File: config.mk
export PLATFORM = sky130hd
export DESIGN_NAME = maze_level_renderer_flat
export DESIGN_NICKNAME = d
export VERILOG_FILES = /design/src/rtl/maze_level_renderer_if.sv /design/src/rtl/maze_level_renderer.sv /design/src/flat_wrapper.sv
export SDC_FILE = /design/constraint.sdc
export NUM_CORES = 1
export LEC_CHECK = 0
export BUFFER_PORTS_ARGS = -buffer_cell sky130_fd_sc_hd__clkbuf_2
export CAP_MARGIN = 20
export CORE_MARGIN = 3
export CORE_UTILIZATION = 60
export DETAILED_ROUTE_END_ITERATION = 8
export GPL_ROUTABILITY_DRIVEN = 0
export PLACE_DENSITY_LB_ADDON = 0.2
export SYNTH_ARGS = -nofsm -noshare
export SYNTH_HDL_FRONTEND = slang
export SYNTH_SLANG_ARGS = --single-unit
File: constraint.sdc
create_clock -name clk -period 3.4 [get_ports clk]
set_input_delay 0.17 -clock clk [delete_from_list [all_inputs] [get_ports clk]]
set_output_delay 0.17 -clock clk [all_outputs]
set_load 0.01 [all_outputs]
File: src/rtl/maze_level_renderer_if.sv
// maze_level_renderer_if: level-load request handshake and level ROM bus
interface maze_level_renderer_if #(
    parameter int COORD_W = 10,
    parameter int ADDR_W = 6,
    parameter int LVL_W = 2
);
    logic [LVL_W-1:0] level_sel;
    logic level_req;
    logic load_busy;
    logic [ADDR_W-1:0] rom_addr;
    logic [4*COORD_W:0] rom_data;
    modport master(output level_sel, level_req, rom_data, input load_busy, rom_addr);
    modport slave(input level_sel, level_req, rom_data, output load_busy, rom_addr);
endinterface

File: src/rtl/maze_level_renderer.sv
// maze_level_renderer: ROM-loaded wall/goal rectangle renderer with cursor collision flags
module maze_level_renderer #(
    parameter int NUM_BARS = 12,
    parameter int NUM_LEVELS = 4,
    parameter int COORD_W = 10,
    parameter int ADDR_W = 6,
    parameter logic [2:0] WALL_RGB = 3'b011,
    parameter logic [2:0] GOAL_RGB = 3'b001
) (
    input  logic clk,
    input  logic reset,
    maze_level_renderer_if.slave lvl,
    input  logic video_on,
    input  logic [COORD_W-1:0] pix_x,
    input  logic [COORD_W-1:0] pix_y,
    input  logic frame_start,
    input  logic [COORD_W-1:0] player_x,
    input  logic [COORD_W-1:0] player_y,
    output logic [2:0] graph_rgb,
    output logic graph_on,
    output logic finalbox,
    output logic hit_wall,
    output logic hit_goal
);
    localparam int LVL_W = NUM_LEVELS > 1 ? $clog2(NUM_LEVELS) : 1;
    localparam int CNT_W = $clog2(NUM_BARS + 1);
    typedef enum logic {IDLE, LOAD} state_t;
    state_t state, state_nx;
    logic [CNT_W-1:0] idx, wr_idx;
    logic [LVL_W-1:0] sel_c;
    logic [ADDR_W-1:0] start_addr;
    logic start, busy, clr, same_q, set_ok;
    logic [NUM_BARS-1:0] t_goal, hit, hit_q, goal_q;
    logic [COORD_W-1:0] t_xl [NUM_BARS];
    logic [COORD_W-1:0] t_xr [NUM_BARS];
    logic [COORD_W-1:0] t_yt [NUM_BARS];
    logic [COORD_W-1:0] t_yb [NUM_BARS];
    logic von_q, busy_q, on_q, fin_q;
    logic [COORD_W-1:0] px_q, py_q, plx_q, ply_q;
    logic [2:0] rgb_q;

    assign busy = state == LOAD;
    assign start = state == IDLE && lvl.level_req;
    assign sel_c = lvl.level_sel > LVL_W'(NUM_LEVELS - 1) ? LVL_W'(NUM_LEVELS - 1) : lvl.level_sel;
    assign start_addr = ADDR_W'(int'(sel_c) * NUM_BARS);
    assign wr_idx = idx - 1'b1;
    assign lvl.load_busy = busy;

    always_comb begin
        state_nx = start ? LOAD : (busy && idx == CNT_W'(NUM_BARS)) ? IDLE : state;
    end

    // rom_addr holds on the last address while the final entry is written
    always_ff @(posedge clk or negedge reset)
        if (!reset) begin
            state <= IDLE;
            idx <= '0;
            lvl.rom_addr <= '0;
        end else begin
            state <= state_nx;
            idx <= busy ? idx + 1'b1 : '0;
            if (start)
                lvl.rom_addr <= start_addr;
            else if (busy && idx < CNT_W'(NUM_BARS - 1))
                lvl.rom_addr <= lvl.rom_addr + 1'b1;
        end

    always_ff @(posedge clk or negedge reset)
        if (!reset) begin
            t_goal <= '0;
            for (int b = 0; b < NUM_BARS; b++) begin
                t_xl[b] <= '1;
                t_xr[b] <= '0;
                t_yt[b] <= '0;
                t_yb[b] <= '0;
            end
        end else if (busy && idx != '0) begin
            {t_goal[wr_idx], t_xl[wr_idx], t_xr[wr_idx], t_yt[wr_idx], t_yb[wr_idx]} <= lvl.rom_data;
        end

    // a disabled entry (xl > xr or yt > yb) can never satisfy both range tests
    for (genvar b = 0; b < NUM_BARS; b++) begin : g_slot
        assign hit[b] = t_xl[b] <= pix_x && pix_x <= t_xr[b] && t_yt[b] <= pix_y && pix_y <= t_yb[b];
    end

    assign same_q = px_q == plx_q && py_q == ply_q;
    assign set_ok = !busy_q && !busy && same_q;
    assign clr = frame_start || start;

    always_ff @(posedge clk or negedge reset)
        if (!reset) begin
            hit_q <= '0;
            goal_q <= '0;
            von_q <= 1'b0;
            busy_q <= 1'b0;
            px_q <= '0;
            py_q <= '0;
            plx_q <= '0;
            ply_q <= '0;
            rgb_q <= 3'b000;
            on_q <= 1'b0;
            fin_q <= 1'b0;
            hit_wall <= 1'b0;
            hit_goal <= 1'b0;
        end else begin
            hit_q <= hit;
            goal_q <= hit & t_goal;
            von_q <= video_on;
            busy_q <= busy;
            px_q <= pix_x;
            py_q <= pix_y;
            plx_q <= player_x;
            ply_q <= player_y;
            rgb_q <= (busy_q || !von_q) ? 3'b000 : |goal_q ? GOAL_RGB : |hit_q ? WALL_RGB : 3'b000;
            on_q <= !busy_q && |hit_q;
            fin_q <= !busy_q && |goal_q;
            hit_wall <= (set_ok && |(hit_q & ~goal_q)) || (hit_wall && !clr);
            hit_goal <= (set_ok && |goal_q) || (hit_goal && !clr);
        end

    assign graph_rgb = busy ? 3'b000 : rgb_q;
    assign graph_on = on_q && !busy;
    assign finalbox = fin_q && !busy;
endmodule

File: src/flat_wrapper.sv
// flat-port wrapper written by rule: the top's interface ports become plain ports
module maze_level_renderer_flat 
#(
    parameter int NUM_BARS = 12,
    parameter int NUM_LEVELS = 4,
    parameter int COORD_W = 10,
    parameter int ADDR_W = 6,
    parameter logic [2:0] WALL_RGB = 3'b011,
    parameter logic [2:0] GOAL_RGB = 3'b001
)
  (clk, reset, video_on, pix_x, pix_y, frame_start, player_x, player_y, graph_rgb, graph_on, finalbox, hit_wall, hit_goal, lvl_level_sel, lvl_level_req, lvl_rom_data, lvl_load_busy, lvl_rom_addr);
  maze_level_renderer_if #(.COORD_W(COORD_W), .ADDR_W(ADDR_W)) lvl_i ();
  input  logic clk;
  input  logic reset;
  input  logic video_on;
  input  logic [COORD_W-1:0] pix_x;
  input  logic [COORD_W-1:0] pix_y;
  input  logic frame_start;
  input  logic [COORD_W-1:0] player_x;
  input  logic [COORD_W-1:0] player_y;
  output logic [2:0] graph_rgb;
  output logic graph_on;
  output logic finalbox;
  output logic hit_wall;
  output logic hit_goal;
  input wire logic [$bits(lvl_i.level_sel)-1:0] lvl_level_sel;
  input wire logic [$bits(lvl_i.level_req)-1:0] lvl_level_req;
  input wire logic [$bits(lvl_i.rom_data)-1:0] lvl_rom_data;
  output wire logic [$bits(lvl_i.load_busy)-1:0] lvl_load_busy;
  output wire logic [$bits(lvl_i.rom_addr)-1:0] lvl_rom_addr;
  assign lvl_i.level_sel = lvl_level_sel;
  assign lvl_i.level_req = lvl_level_req;
  assign lvl_i.rom_data = lvl_rom_data;
  assign lvl_load_busy = lvl_i.load_busy;
  assign lvl_rom_addr = lvl_i.rom_addr;
  maze_level_renderer #(.NUM_BARS(NUM_BARS), .NUM_LEVELS(NUM_LEVELS), .COORD_W(COORD_W), .ADDR_W(ADDR_W), .WALL_RGB(WALL_RGB), .GOAL_RGB(GOAL_RGB)) u_core (.clk(clk), .reset(reset), .lvl(lvl_i), .video_on(video_on), .pix_x(pix_x), .pix_y(pix_y), .frame_start(frame_start), .player_x(player_x), .player_y(player_y), .graph_rgb(graph_rgb), .graph_on(graph_on), .finalbox(finalbox), .hit_wall(hit_wall), .hit_goal(hit_goal));
endmodule
* Word-level counts from Yosys, hierarchy flattened
Index checks and enable logic that the tools add are counted.
Word-level totals: input port bits 88, output and inout port bits 14, register bits after elaboration 576, word-level logic and storage cells 217
Cells by class: reduce and logical (&&, ||, !) cells 67, equality and inequality tests 3, multiplexer cells 19, $add $sub $neg 3, $mul 1, bitwise logic cells 5, order comparisons 54
Operator list (number):
- bitwise mux 120 bit | 4
- less-or-equal comparator 10 bit | 48
- logical AND 1 bit | 53
- demux 10 bit (select 4 bit) | 1
- OR reduction 12 bit | 3
- bitwise AND 12 bit | 2
- equality test 10 bit | 2
- bitwise mux 12 bit | 1
- 2-to-1 mux 6 bit | 2
- NOT 12 bit | 1
- 2-to-1 mux 10 bit | 1
- 2-to-1 mux 3 bit | 3
- adder 6 x 1 -> 6 bit, second input constant | 1
- >= comparator 5 bit, second input constant | 1
- < comparator 4 x 5 -> 1 bit, second input constant | 1
- < comparator 5 x 1 -> 1 bit, second input constant | 1
- NOT 4 -> 5 bit | 1
- adder 4 x 1 -> 4 bit, second input constant | 1
- demux 1 bit (select 4 bit) | 1
- equality test 4 bit, second input constant | 1
- >= comparator 4 x 1 -> 1 bit, second input constant | 1
- logical NOT 1 bit | 4
- logical OR 1 bit | 4
- < comparator 4 bit, second input constant | 1
- 9 further kinds | 13

* Depth between registers and ports, before layout
Gate-level depths: netlist (run 1).
depth in word-level cells 7, mapped depth 9, mapped depth without buffers 7

* Least setup slack after synthesis (run 1)
Ideal clock, no wire load.
kind flip-flop to flip-flop, start point reg u_core.idx[0], end point reg u_core.t_goal[0], stages on the path, launching flop included 10, slack 1.273 ns, path buffers 2, arrival 2.002 ns, required time 3.275 ns, library setup time 0.125 ns, period minus slack after synthesis 2.127 ns, cell sequence dfrtp_1 -> inv_1 -> ha_1 -> inv_2 -> o31a_1 -> nand2_2 -> nor2b_2 -> buf_6 -> buf_12 -> mux2_4
On the way: cells in the longest elaborated chain, start to end 6, elaborated cells between the ends (all ways) 9, those cells by class add/sub (1); order compare (2); mux (3); reduce/logical (3)
Ends and longest elaborated chain:
- from (decl) | RTL line maze_level_renderer.sv:29 | logic [CNT_W-1:0] idx, wr_idx;
- from (signal assigned) | RTL line maze_level_renderer.sv:61 | idx <= busy ? idx + 1'b1 : '0;
- subtractor 4 x 1 -> 4 bit | RTL line maze_level_renderer.sv:46 | assign wr_idx = idx - 1'b1;
- < comparator 4 x 5 -> 1 bit (implied by the code) / >= comparator 4 x 1 -> 1 bit (equally long branches) | RTL line maze_level_renderer.sv:78 | {t_goal[wr_idx], t_xl[wr_idx], t_xr[wr_idx], t_yt[wr_idx], t_yb[wr_idx]} <= lvl.rom_data;
- logical AND 1 bit (implied by the code) | RTL line maze_level_renderer.sv:78
- 2-to-1 mux 1 bit (implied by the code) | RTL line maze_level_renderer.sv:78
- demux 1 bit (select 4 bit)
- bitwise mux 12 bit | RTL line maze_level_renderer.sv:78
- to (signal, indexed assignment) | RTL line maze_level_renderer.sv:78
- to (decl) | RTL line maze_level_renderer.sv:33 | logic [NUM_BARS-1:0] t_goal, hit, hit_q, goal_q;
Several ways; a longest one is shown, not always the timed one. A chain may end at the register's enable or synchronous reset.

* Worst setup path after layout (run 1)
start point in pix_y[9], end point reg u_core.goal_q[6]
On the way: cells in the longest elaborated chain, start to end 4, elaborated cells between the ends (all ways) 5, those cells by class order compare (2); bitwise (1); reduce/logical (2)
Ends and longest elaborated chain:
- from (decl) | RTL line flat_wrapper.sv:17 | input logic [COORD_W-1:0] pix_y;
- less-or-equal comparator 10 bit | RTL line maze_level_renderer.sv:83 | assign hit[b] = t_xl[b] <= pix_x && pix_x <= t_xr[b] && t_yt[b] <= pix_y && pix_y <= t_yb[b];
- logical AND 1 bit | RTL line maze_level_renderer.sv:83
- logical AND 1 bit (*) | RTL line maze_level_renderer.sv:83
- bitwise AND 12 bit (*) | RTL line maze_level_renderer.sv:107 | goal_q <= hit & t_goal;
- to (signal assigned) | RTL line maze_level_renderer.sv:107
- to (decl) | RTL line maze_level_renderer.sv:33
Every way passes the cells marked *; elsewhere a longest branch is shown, timed or not.

==> results of run 1 <==
## Yosys cell counts, drive strengths merged
cell     instances
mux2i            1
nor2            47
o21ai           79
xnor2           17
a21o            48
o31a             2
a21oi           96
o21a             1
ha             489
a31o             1
mux2           492
nand3            6
nor4             8
and3             4
o32ai           12
inv            361
a211oi          72
dfrtp          455
nand2          112
xor2            10
clkbuf          43
dfstp          120
o211ai          12
and2             4
a221oi           3
nor2b           22
o22ai           15
conb             1
nand2b          49
nand4          101
a31oi            2
o31ai           12
nor3            51
a2111oi         48
buf             54
## flip-flops by register name, indices dropped and copies added, names as in the netlist, 2 cells and up
register and count:
u_core.t_xl 120, u_core.t_xr 120, u_core.t_yb 120, u_core.t_yt 120
u_core.goal_q 12, u_core.hit_q 12, u_core.t_goal 12, u_core.plx_q 10
u_core.ply_q 10, u_core.px_q 10, u_core.py_q 10, u_core.lvl.rom_addr 6
u_core.idx 4, u_core.rgb_q 2
## metal layers
layer / vias to the layer above / share of wire [%] / global-route usage [%]
met5: - / 0.014 / 0
met4: 2 / 3.8 / 11.4
met3: 208 / 7.4 / 5.92
met2: 862 / 45 / 49.9
met1: 12078 / 44 / 45.6
li1: 10563 / - / -
## power groups by stage
stage	Sequential (mW)	Clock [mW]	Combinational [mW]
6_report	12.7	7.49	16.0
3_5_place_dp	12.6	0	15.6
3_3_place_gp	12.5	0	14.8
2_1_floorplan	12.0	0	11.7
5_1_grt	13.0	7.84	17.6
4_1_cts	12.6	7.58	15.8
## through the flow
step / hold slack [ps] / worst slack (ps) / total power [mW]
after floorplan: -126 / 1270 / 23.7
after global placement: 278 / 557 / 27.3
after detailed placement: 280 / 509 / 28.3
after CTS: 4.38 / 493 / 36.0
after global routing: 13.0 / 335 / 38.5
final: 48.5 / 412 / 36.2
## logic make-up (layout without fill, tap and decap cells)
kind of cell | after synthesis | in the layout
simple gates | 404 | 404
flops | 575 | 575
compound gates | 403 | 403
xor+xnor | 27 | 27
buf+inv | 458 | 706
fa+ha+maj | 489 | 489
mux | 493 | 493
other cells | 1 | 3
## path summary, 6_finish.rpt
check | from | end | slack [ps]
max | pix_y[9] | u_core.goal_q[6] | 410
min | lvl_rom_data[3] | u_core.t_yb[63] | 50
max reg2reg | u_core.t_yb[59] | u_core.goal_q[6] | 510
min reg2reg | u_core.t_yb[39] | u_core.t_yb[39] | 490
max in group asynchronous | reset | u_core.t_xl[33] | 2070
min in group asynchronous | reset | u_core.lvl.rom_addr[3] | 230
## area by class of cell
| class | count | area share [%] |
|---|---|---|
| multi-input combinational | 1817 | 45.4 |
| sequential | 575 | 38.0 |
| clock buffer | 100 | 5.38 |
| timing repair buffer | 226 | 4.54 |
| inverter | 361 | 3.55 |
| tap | 748 | 2.45 |
| clock inverter | 19 | 0.602 |
| antenna | 2 | 0.0131 |
## what timing repair did
item	CTS	global route
setup buffers	0	0
gates resized for setup	0	0
hold buffers	42	0
endpoints found under the hold margin	105	0
==> flow_summary.rst, run 1 <==
.. list-table::
   :header-rows: 1

   * - Metric
     - Value
   * - Top post-synthesis cells by area
     - sky130_fd_sc_hd__dfrtp_1 33%, sky130_fd_sc_hd__ha_1 18%, sky130_fd_sc_hd__mux2_2 10%
   * - Multi-input gate area in the final layout
     - 0.0174 mm²
   * - CTS tree
     - yes
   * - Sequential share of the synthesized area
     - 42.6%
   * - Number of filler instances in the final layout
     - 4002
   * - Drt pass-1 iters
     - 5
   * - Worst min-delay path class
     - in -> reg
   * - Number of buffers created by CTS
     - 66
   * - Critical Path, Cell by Cell
     - dlygate4sd3_1, clkbuf_2, buf_4, ha_1, nand2_1, o21ai_0, a2111oi_0, buf_4, o32ai_1, nor3_1
   * - Fraction of final layout cells sized beyond drive strength 1
     - 29.0%
   * - Result of the run
     - completed
   * - Switching fraction of total power
     - a little over a third
   * - Setup TNS
     - 0 ps
   * - Standard cell core area
     - 0.0557 mm²
   * - Cell Count Post-Placement
     - 3685
   * - Net Sw Power
     - 13.0 mW
   * - Largest family of logic cells by synthesized area
     - multiplexers
   * - Total congestion overflow
     - 0
   * - Number of sinks on the clock net
     - 575
   * - Highest achievable clock rate
     - 0.335 GHz
   * - Remaining max-slew budget at the tightest pin
     - 27.6%
   * - Sequential standard cell area
     - 0.0145 mm²
   * - Instance count of the mapped netlist
     - 2850
   * - DIE HEIGHT
     - between 200 and 250 µm
   * - Post-route antenna net violation count
     - 0
   * - Nets in the synthesized netlist
     - 3427
   * - Number of rows created at floorplan
     - 86
   * - Horizontal die dimension
     - roughly 240 µm
   * - Maximum net fanout on the critical path
     - 11
   * - Critical Path Most Common Cell
     - sky130_fd_sc_hd__buf_4
   * - DRT iter0 DRCs
     - 1732
   * - Worst endpoint required time
     - 3850 ps
   * - Number of slew-limit violations in the final report
     - 0
   * - First-pass GRT wire length
     - 146000 µm
   * - Multiplexer area fraction after synthesis
     - 18.0%
   * - Worst IR drop on VDD
     - roughly 0.00063 V
   * - Total I/O pin count
     - 102
   * - Final wirelength
     - 95200 µm
   * - Cell area after layout
     - 0.0382 mm²
   * - Max-cap violation count
     - 0
   * - Hold path cells
     - 2
   * - Leakage dissipation
     - 18.3 nW
   * - Number of hold violations in the final report
     - 0
   * - Most used cells in the layout excluding fill and tap cells
     - 489 x sky130_fd_sc_hd__ha_1, 455 x sky130_fd_sc_hd__dfrtp_1, 360 x sky130_fd_sc_hd__inv_1, 307 x sky130_fd_sc_hd__mux2_2, 160 x sky130_fd_sc_hd__mux2_4
   * - Internal power
     - 23.2 mW
   * - Gr usage total
     - 32.2%
   * - Critical path buffers and inverters
     - 4
   * - Synthesis-to-layout area growth
     - 12.0%
   * - Number of DRC violations after detailed routing
     - 0
   * - Xor-xnor portion of the synthesized cell area
     - 0.715%
   * - Share of synthesized cell area in and, or, nand and nor gates
     - around 6.3%
   * - Worst slew pin tran
     - 1060 ps
   * - Clk root buf
     - sky130_fd_sc_hd__clkbuf_16
   * - Wire per inst
     - 24.7 µm
   * - Sum of net half-perimeters after detailed placement
     - 65700 µm
   * - Final design utilization
     - 68.6%
   * - Final Cycle Share
     - 87.9%
   * - Longest individual stage delay on the worst path
     - 780 ps
   * - Starting Density
     - 61.2%
   * - Combinational Power Share
     - 44.2%
   * - Number of antenna violations at the first check in global routing
     - 4
   * - Gate family responsible for the most delay along the worst path
     - compound AO/OA/AOI/OAI gates
   * - Insertion delay to the later sink of the worst-skew pair
     - 600 ps
   * - Launching element type of the critical path
     - input pin
   * - Total number of nets in the final design
     - 3624
   * - Arrival time of the worst setup path
     - 3440 ps
   * - Layout Skew
     - about 20 ps
   * - Final non-filler cell total
     - 3848
   * - Total of endpoints with negative setup slack in the final report
     - 0
   * - Relative contribution of the clock network to total power
     - 20.7%
   * - Clock Pin Slew Worst Setup and Hold Paths
     - 60 ps
   * - Most frequent standard cell in the layout excluding fill and tap cells
     - sky130_fd_sc_hd__ha_1
   * - Area of the die
     - 0.0598 mm²
   * - CP Capture Type
     - flop
   * - Total power density per cell area
     - roughly 950 mW/mm²
   * - Unrepaired setup endpoints after global routing
     - no
   * - Pin count of the biggest net entering global routing
     - 99
   * - Total of warnings raised by yosys
     - 0
   * - Synth unique cells
     - 47
   * - Area post-placement
     - between 0.03 and 0.04 mm²
   * - Average vias per placed instance
     - 6.16
   * - Worst path depth
     - 10
   * - Logic depth of the worst register-to-register path
     - 8
   * - Total vias in the final route
     - about 24k
   * - Reg power frac
     - between 30% and 40%
   * - Top-area cell type share of the netlist area
     - about 33%
   * - Summed instance area of the synthesized netlist
     - 0.0341 mm²
   * - Final critical path time including I/O delays and setup
     - 2990 ps
   * - Number of buffers on the longest clock path
     - 3
   * - Post-synthesis compound-gate area fraction
     - under 10%
   * - Standard cell with the maximum stage delay on the critical path
     - sky130_fd_sc_hd__o21ai_0
   * - Post-synthesis sequential element count
     - roughly 580
   * - Via count of the first global-routing pass
     - 24.3k
   * - Avg Inst Size Synth
     - 12.0 µm²
   * - Worst setup path category
     - in -> reg
   * - Maximum level of the CTS H-tree
     - 3
   * - Dominant cell type by area after synthesis
     - sky130_fd_sc_hd__dfrtp_1
   * - Post-synthesis adder-cell area fraction
     - 17.9%
   * - Quantity of I/O buffers inserted on ports
     - 100
Power figures use the tool's default switching activity.
==> inputs of run 2 (changes only) <==
ABC_AREA = 1   (was default)
==> run 2 against run 1 <==
Compared with the run above: critical endpoint is now u_core.t_yt[52]; final cell count is 28% higher; area after synthesis fell by 0.67%; fmax up 20%; critical path type is now reg -> reg; routed wire length is 11% lower; count of clock-buffer cells in the layout unchanged; synthesized cell count is 41% higher; clock power shrank 11%; combinational power down 13%; setup slack improved by 490 ps; highest routed layer is now met4; sequential power shrank 3%; power is 8.9% lower.
==> flow_summary.rst, run 2 <==
.. list-table::
   :header-rows: 1

   * - Metric
     - Value
   * - Final wirelength
     - 85000 µm
   * - Total vias in the final route
     - about 26k
   * - Most frequent cell after synthesis
     - sky130_fd_sc_hd__nand2_1
   * - Worst setup path category
     - reg -> reg
   * - Number of flops mapped to enable cells by yosys
     - 0
   * - Total congestion overflow
     - 0
   * - Post-synthesis adder-cell area fraction
     - 18.0%
   * - Total of warnings raised by yosys
     - 0
   * - Top post-synthesis cells by area
     - sky130_fd_sc_hd__dfrtp_1 34%, sky130_fd_sc_hd__ha_1 18%, sky130_fd_sc_hd__nand2_1 13%
   * - Nets in the synthesized netlist
     - 4590
   * - Total power density per cell area
     - 880 mW/mm²
   * - Primary FF master, synth
     - sky130_fd_sc_hd__dfrtp_1
   * - Commonest cells in the netlist
     - 1131 x sky130_fd_sc_hd__nand2_1, 588 x sky130_fd_sc_hd__inv_1, 489 x sky130_fd_sc_hd__ha_1
   * - Worst min-delay path class
     - in -> reg
   * - Top-area cell type share of the netlist area
     - 33.6%
   * - Clock Pin Slew Worst Setup and Hold Paths
     - 60 ps
   * - Post-synthesis sequential element count
     - roughly 580
   * - Setup TNS
     - 0 ps
   * - Insertion delay to the later sink of the worst-skew pair
     - 630 ps
   * - Instance count of the mapped netlist
     - 4013
   * - Number of buffers on the longest clock path
     - 3
   * - Number of buffers created by CTS
     - 61
   * - Number of DRC violations after detailed routing
     - 0
   * - Share of synthesized cell area in and, or, nand and nor gates
     - 17.8%
   * - Sequential share of the synthesized area
     - between 40% and 50%
   * - Leakage dissipation
     - 20.3 nW
   * - Multiplexer area fraction after synthesis
     - 0%
   * - CTS tree
     - yes
   * - DRT iter0 DRCs
     - 1723
   * - Total design power
     - 33.0 mW
   * - Total I/O pin count
     - 102
   * - DIE HEIGHT
     - roughly 240 µm
   * - Pin count of the biggest net entering global routing
     - 86
   * - Dominant cell type by area after synthesis
     - sky130_fd_sc_hd__dfrtp_1
   * - Area of the die
     - 0.0594 mm²
   * - Reg-to-reg slack, setup
     - 900 ps
   * - Synth unique cells
     - 39
   * - Worst IR drop on VDD
     - around 0.00054 V
   * - Async set or reset register ratio after synthesis
     - 100%
   * - Number of rows created at floorplan
     - 86
   * - CP Capture Type
     - flop
   * - Highest achievable clock rate
     - between 0.4 and 0.5 GHz
   * - Fraction of final layout cells sized beyond drive strength 1
     - 10.9%
   * - Average vias per placed instance
     - around 5.3
   * - Via count of the first global-routing pass
     - 25.3k
   * - Unrepaired setup endpoints after global routing
     - no
   * - Summed instance area of the synthesized netlist
     - 0.0339 mm²
   * - Remaining max-slew budget at the tightest pin
     - between 30% and 40%
   * - Starting Density
     - 61.1%
   * - Final Cycle Share
     - 73.4%
   * - First-pass GRT wire length
     - 137000 µm
   * - Layout Skew
     - ~13 ps
   * - Number of antenna violations at the first check in global routing
     - 0
   * - Result of the run
     - completed
   * - Horizontal die dimension
     - 244 µm
   * - Synthesis-to-layout area growth
     - 10.4%
   * - Diodes inserted
     - 0
   * - Worst endpoint required time
     - 3890 ps
   * - Final critical path time including I/O delays and setup
     - 2500 ps
   * - Sum of net half-perimeters after detailed placement
     - 56300 µm
   * - Launching element type of the critical path
     - flop
   * - Gr usage total
     - between 20 and 30%
   * - Maximum net fanout on the critical path
     - between 40 and 50
   * - Total of endpoints with negative setup slack in the final report
     - 0
   * - Post-route antenna net violation count
     - 0
   * - Arrival time of the worst setup path
     - 2980 ps
   * - Wire per inst
     - between 15 and 20 µm
   * - Max-cap violation count
     - 0
   * - Total number of nets in the final design
     - 4701
   * - Most used cells in the layout excluding fill and tap cells
     - 1131 x sky130_fd_sc_hd__nand2_1, 588 x sky130_fd_sc_hd__inv_1, 489 x sky130_fd_sc_hd__ha_1, 455 x sky130_fd_sc_hd__dfrtp_1, 336 x sky130_fd_sc_hd__o21ai_0
   * - Worst slew pin tran
     - 899 ps
   * - Maximum level of the CTS H-tree
     - 2
   * - Number of sinks on the clock net
     - ~580
   * - Largest family of logic cells by synthesized area
     - adder cells
   * - Most frequent standard cell in the layout excluding fill and tap cells
     - sky130_fd_sc_hd__nand2_1
   * - Avg Inst Size Synth
     - 8.45 µm²
   * - Number of hold violations in the final report
     - 0
   * - Drt pass-1 iters
     - 6
   * - Post-synthesis compound-gate area fraction
     - 11.9%
   * - Clk root buf
     - sky130_fd_sc_hd__clkbuf_16
   * - Number of slew-limit violations in the final report
     - 0
   * - Quantity of I/O buffers inserted on ports
     - 100
   * - Standard cell core area
     - around 0.056 mm²
   * - Xor-xnor portion of the synthesized cell area
     - 0.340%
## run 2: changes by cell type after synthesis, sizes merged, moves of 29 or more
cell     change
o21bai      +36
a211oi      -72
nand3      +116
mux2       -492
inv        +229
a2111oi     -48
nor3        -36
nand2     +1031
nor2       +131
o21ai      +442
clkbuf      +29
nand2b      -49
nand4       -62
## run 2: metal layers
layer / routed length [µm] / part of all wire, % / track usage (%) / vias up
met1: 37600 / 44 / 39.0 / 12358
li1: - / - / - / 13125
met3: 4220 / 5.0 / 3.14 / 152
met5: 0 / 0 / 0 / -
met4: 3420 / 4.0 / 11.3 / 0
met2: 39800 / 47 / 49.2 / 629
## run 2: logic make-up (layout without fill, tap and decap cells)
group | after synthesis | after routing
compound gates | 707 | 707
other cells | 1 | 1
xor+xnor | 11 | 11
simple gates | 1500 | 1500
flops | 575 | 575
buf+inv | 730 | 889
fa+ha+maj | 489 | 489
## run 2: cell type report
cell class,count,area (µm²)
flip-flops and latches,575,14500
well taps,748,936
clock buffers,100,1890
repair buffers,188,1440
inverters,590,2210
multi-input cells,2708,16300
clock inverters,11,116
fillers,4619,18100
## run 2: power by group
group	total (mW)	internal (mW)	switching, mW
registers	12.3	10.6	1.74
logic	14.0	5.34	8.62
clock network	6.66	3.92	2.74
## run 2: path summary, 6_finish.rpt
path                                   from              end  depth (start not counted)
max                           u_core.idx[0]  u_core.t_yt[52]                          8
min                        lvl_rom_data[18]  u_core.t_yt[38]                          3
max reg2reg                   u_core.idx[0]  u_core.t_yt[52]                          8
min reg2reg                 u_core.t_xl[30]  u_core.t_xl[30]                          2
max in group asynchronous             reset  u_core.t_xl[71]                          3
min in group asynchronous             reset  u_core.t_xr[28]                          2
## run 2: per-stage QoR
stage	setup WS, ps	hold slack, ps	instances	util [%]	cell area [µm²]
detailed placement	894	241	4762	63.0	35000
global placement	958	235	4762	63.0	35000
CTS	877	0.461	4918	67.4	37400
global route	653	57.8	4920	67.4	37400
finish	904	32.4	4920	67.4	37400
floorplan	1480	-126	4013	-	33900
## run 2: critical path, cell delays in order, from the launching register on
cell and delay (ps):
sky130_fd_sc_hd__dfrtp_1 430, sky130_fd_sc_hd__inv_1 160, sky130_fd_sc_hd__ha_1 200, sky130_fd_sc_hd__inv_1 70, sky130_fd_sc_hd__o31ai_2 400, sky130_fd_sc_hd__nor2_2 160
sky130_fd_sc_hd__nand2_2 490, sky130_fd_sc_hd__buf_12 280, sky130_fd_sc_hd__o21ai_0 110
## run 2: timing repair
item,4_1_cts,5_1_grt
hold buffers,45,2
buffers inserted,0,0
gates resized for setup,0,0
endpoints found under the hold margin,116,2
==> inputs of run 3 (changes only) <==
clock period = 2.3 ns   (was 3.4 ns; I/O delays follow)
==> run 3 against run 2 <==
Compared with the run above: setup slack worse by 720 ps; core utilization increased by 1.8 points; design area increased by 2.6%; worst hold slack better by 7.1 ps; register-to-register slack worse by 720 ps; sequential power rose by 49%; die area stayed put; fmax up 18%; count of clock-buffer cells in the layout decreased by 12; global-route usage rose by 1.4 points; critical path type unchanged.
==> flow_summary.rst, run 3 (same netlist as run 2, synthesis figures left out) <==
.. list-table::
   :header-rows: 1

   * - Metric
     - Value
   * - Area post-placement
     - around 0.036 mm²
   * - Starting Density
     - 61.1%
   * - Setup TNS
     - 0 ps
   * - Total power density per cell area
     - 1310 mW/mm²
   * - Cell area after layout
     - 0.0384 mm²
   * - Total number of nets in the final design
     - 4766
   * - Number of sinks on the clock net
     - 575
   * - Number of slew-limit violations in the final report
     - 0
   * - Postcts setup bufs
     - 0
   * - Total of endpoints with negative setup slack in the final report
     - 0
   * - Final critical path time including I/O delays and setup
     - 2120 ps
   * - Final Worst Setup Slack
     - between 150 and 200 ps
   * - Post-cts hold buffer count
     - 48
   * - Worst setup path category
     - reg -> reg
   * - DIE HEIGHT
     - 244 µm
   * - Result of the run
     - completed
   * - Cell Count Post-Placement
     - 4826
   * - Standard cell with the maximum stage delay on the critical path
     - sky130_fd_sc_hd__dfrtp_1
   * - Setup slack after placement
     - 237 ps
   * - Total I/O pin count
     - roughly 100
   * - Number of DRC violations after detailed routing
     - 0
   * - Final non-filler cell total
     - 4989
   * - Critical path buffers and inverters
     - 4
   * - Final wirelength
     - ~90000 µm
   * - Average vias per placed instance
     - 5.41
   * - Insertion delay to the later sink of the worst-skew pair
     - 630 ps
   * - Maximum level of the CTS H-tree
     - 2
   * - Most used cells in the layout excluding fill and tap cells
     - 1131 x sky130_fd_sc_hd__nand2_1, 588 x sky130_fd_sc_hd__inv_1, 489 x sky130_fd_sc_hd__ha_1, 455 x sky130_fd_sc_hd__dfrtp_1, 336 x sky130_fd_sc_hd__o21ai_0
   * - Standard cell core area
     - between 0.05 and 0.06 mm²
   * - Worst min-delay path class
     - in -> reg
   * - Routed length on met3
     - 4040 µm
   * - Most frequent standard cell in the layout excluding fill and tap cells
     - sky130_fd_sc_hd__nand2_1
   * - Uppermost metal layer occupied by signal nets
     - met4
   * - First-pass GRT wire length
     - between 100000 and 150000 µm
   * - Launching element type of the critical path
     - flop
   * - Number of buffers created by CTS
     - 61
   * - Horizontal die dimension
     - 244 µm
   * - Number of antenna violations at the first check in global routing
     - 0
   * - Max-cap violation count
     - 0
   * - Total vias in the final route
     - about 27k
   * - DRT iter0 DRCs
     - 1833
   * - Remaining max-slew budget at the tightest pin
     - 42.8%
   * - Via count of the first global-routing pass
     - 26.6k
   * - Number of buffers on the longest clock path
     - 3
   * - Final Cycle Share
     - roughly 92%
   * - Longest individual stage delay on the worst path
     - 410 ps
   * - Critical Path, Cell by Cell
     - inv_1, ha_1, inv_1, o31ai_2, buf_4, nor2_2, nand2_2, buf_12, nand2_1, o21ai_0
   * - Gr usage total
     - 30.6%
   * - Number of rows created at floorplan
     - 86
   * - Arrival time of the worst setup path
     - 2590 ps
   * - Maximum net fanout on the critical path
     - 42
   * - Critical Path Most Common Cell
     - sky130_fd_sc_hd__inv_1
   * - Sum of net half-perimeters after detailed placement
     - about 60000 µm
   * - Pin count of the biggest net entering global routing
     - 68
   * - Wire length on met2
     - 42400 µm
   * - Post-cts gate resize count
     - 0
   * - Worst endpoint required time
     - between 2000 and 3000 ps
   * - Drt pass-1 iters
     - 5
   * - CTS tree
     - yes
   * - Number of hold violations in the final report
     - 0
   * - Fraction of final layout cells sized beyond drive strength 1
     - about an eighth
   * - Met1 Routed Length
     - 37900 µm
   * - Leakage dissipation
     - 20.8 nW
   * - Worst slew pin tran
     - 856 ps
   * - Clock Pin Slew Worst Setup and Hold Paths
     - 60 ps
   * - Wire per inst
     - ~18 µm
   * - Worst hold slack across all endpoints
     - between 30 and 40 ps
   * - Total congestion overflow
     - 0
   * - Area of the die
     - approximately 0.06 mm²
   * - Synthesis-to-layout area growth
     - 13.3%
   * - Diodes inserted
     - 0
   * - Clk root buf
     - sky130_fd_sc_hd__clkbuf_16
   * - Unrepaired setup endpoints after global routing
     - no
   * - Total design power
     - 50.3 mW
   * - Post-route antenna net violation count
     - 0
   * - Final design utilization
     - 69.2%
   * - Worst IR drop on VDD
     - 0.000754 V
   * - CP Capture Type
     - flop
   * - Gate family responsible for the most delay along the worst path
     - buffers and inverters
   * - Quantity of I/O buffers inserted on ports
     - 100
   * - Layout Skew
     - 15.7 ps
   * - Highest achievable clock rate
     - 0.472 GHz
## run 3: cell types whose count changed in the layout (fill, tap and decap cells not counted), sizes merged
cell	before	now
buf	42	106
bufinv	2	8
clkbuf	199	187
clkinv	9	16
clkinvlp	0	2
dlygate4sd3	47	48
inv	590	591
## run 3: final timing paths
path                                 startpoint  depth (start not counted)                to  slack, ps
worst max-delay path              u_core.idx[1]                         10  u_core.t_xr[113]        180
min in group asynchronous                 reset                          2   u_core.t_xr[94]         60
worst min register to register  u_core.t_xl[30]                          2   u_core.t_xl[30]        470
max in group asynchronous                 reset                          3    u_core.t_xl[4]       1340
worst max register to register    u_core.idx[1]                         10  u_core.t_xr[113]        180
worst min-delay path                   pix_x[4]                          2    u_core.px_q[4]         40
## run 3: power by group
part | internal [mW] | switching, mW
clock network | 6.28 | 4.22
logic | 8.46 | 13.0
registers | 15.7 | 2.64
total | 30.4 | 19.9
## run 3: layout make-up
| type | instances | area [µm²] |
|---|---|---|
| clock inverter | 27 | 343 |
| timing repair buffer | 253 | 2290 |
| inverter | 590 | 2210 |
| tap | 748 | 936 |
| multi-input combinational | 2708 | 16300 |
| fill | 4466 | 17100 |
| sequential | 575 | 14500 |
| clock buffer | 88 | 1790 |
## run 3: per-layer routing
layer	GRT usage, %	vias to the layer above
li1	-	13247
met1	39.2	12809
met2	51.5	685
met3	3.21	237
met4	16.2	0
met5	0	-
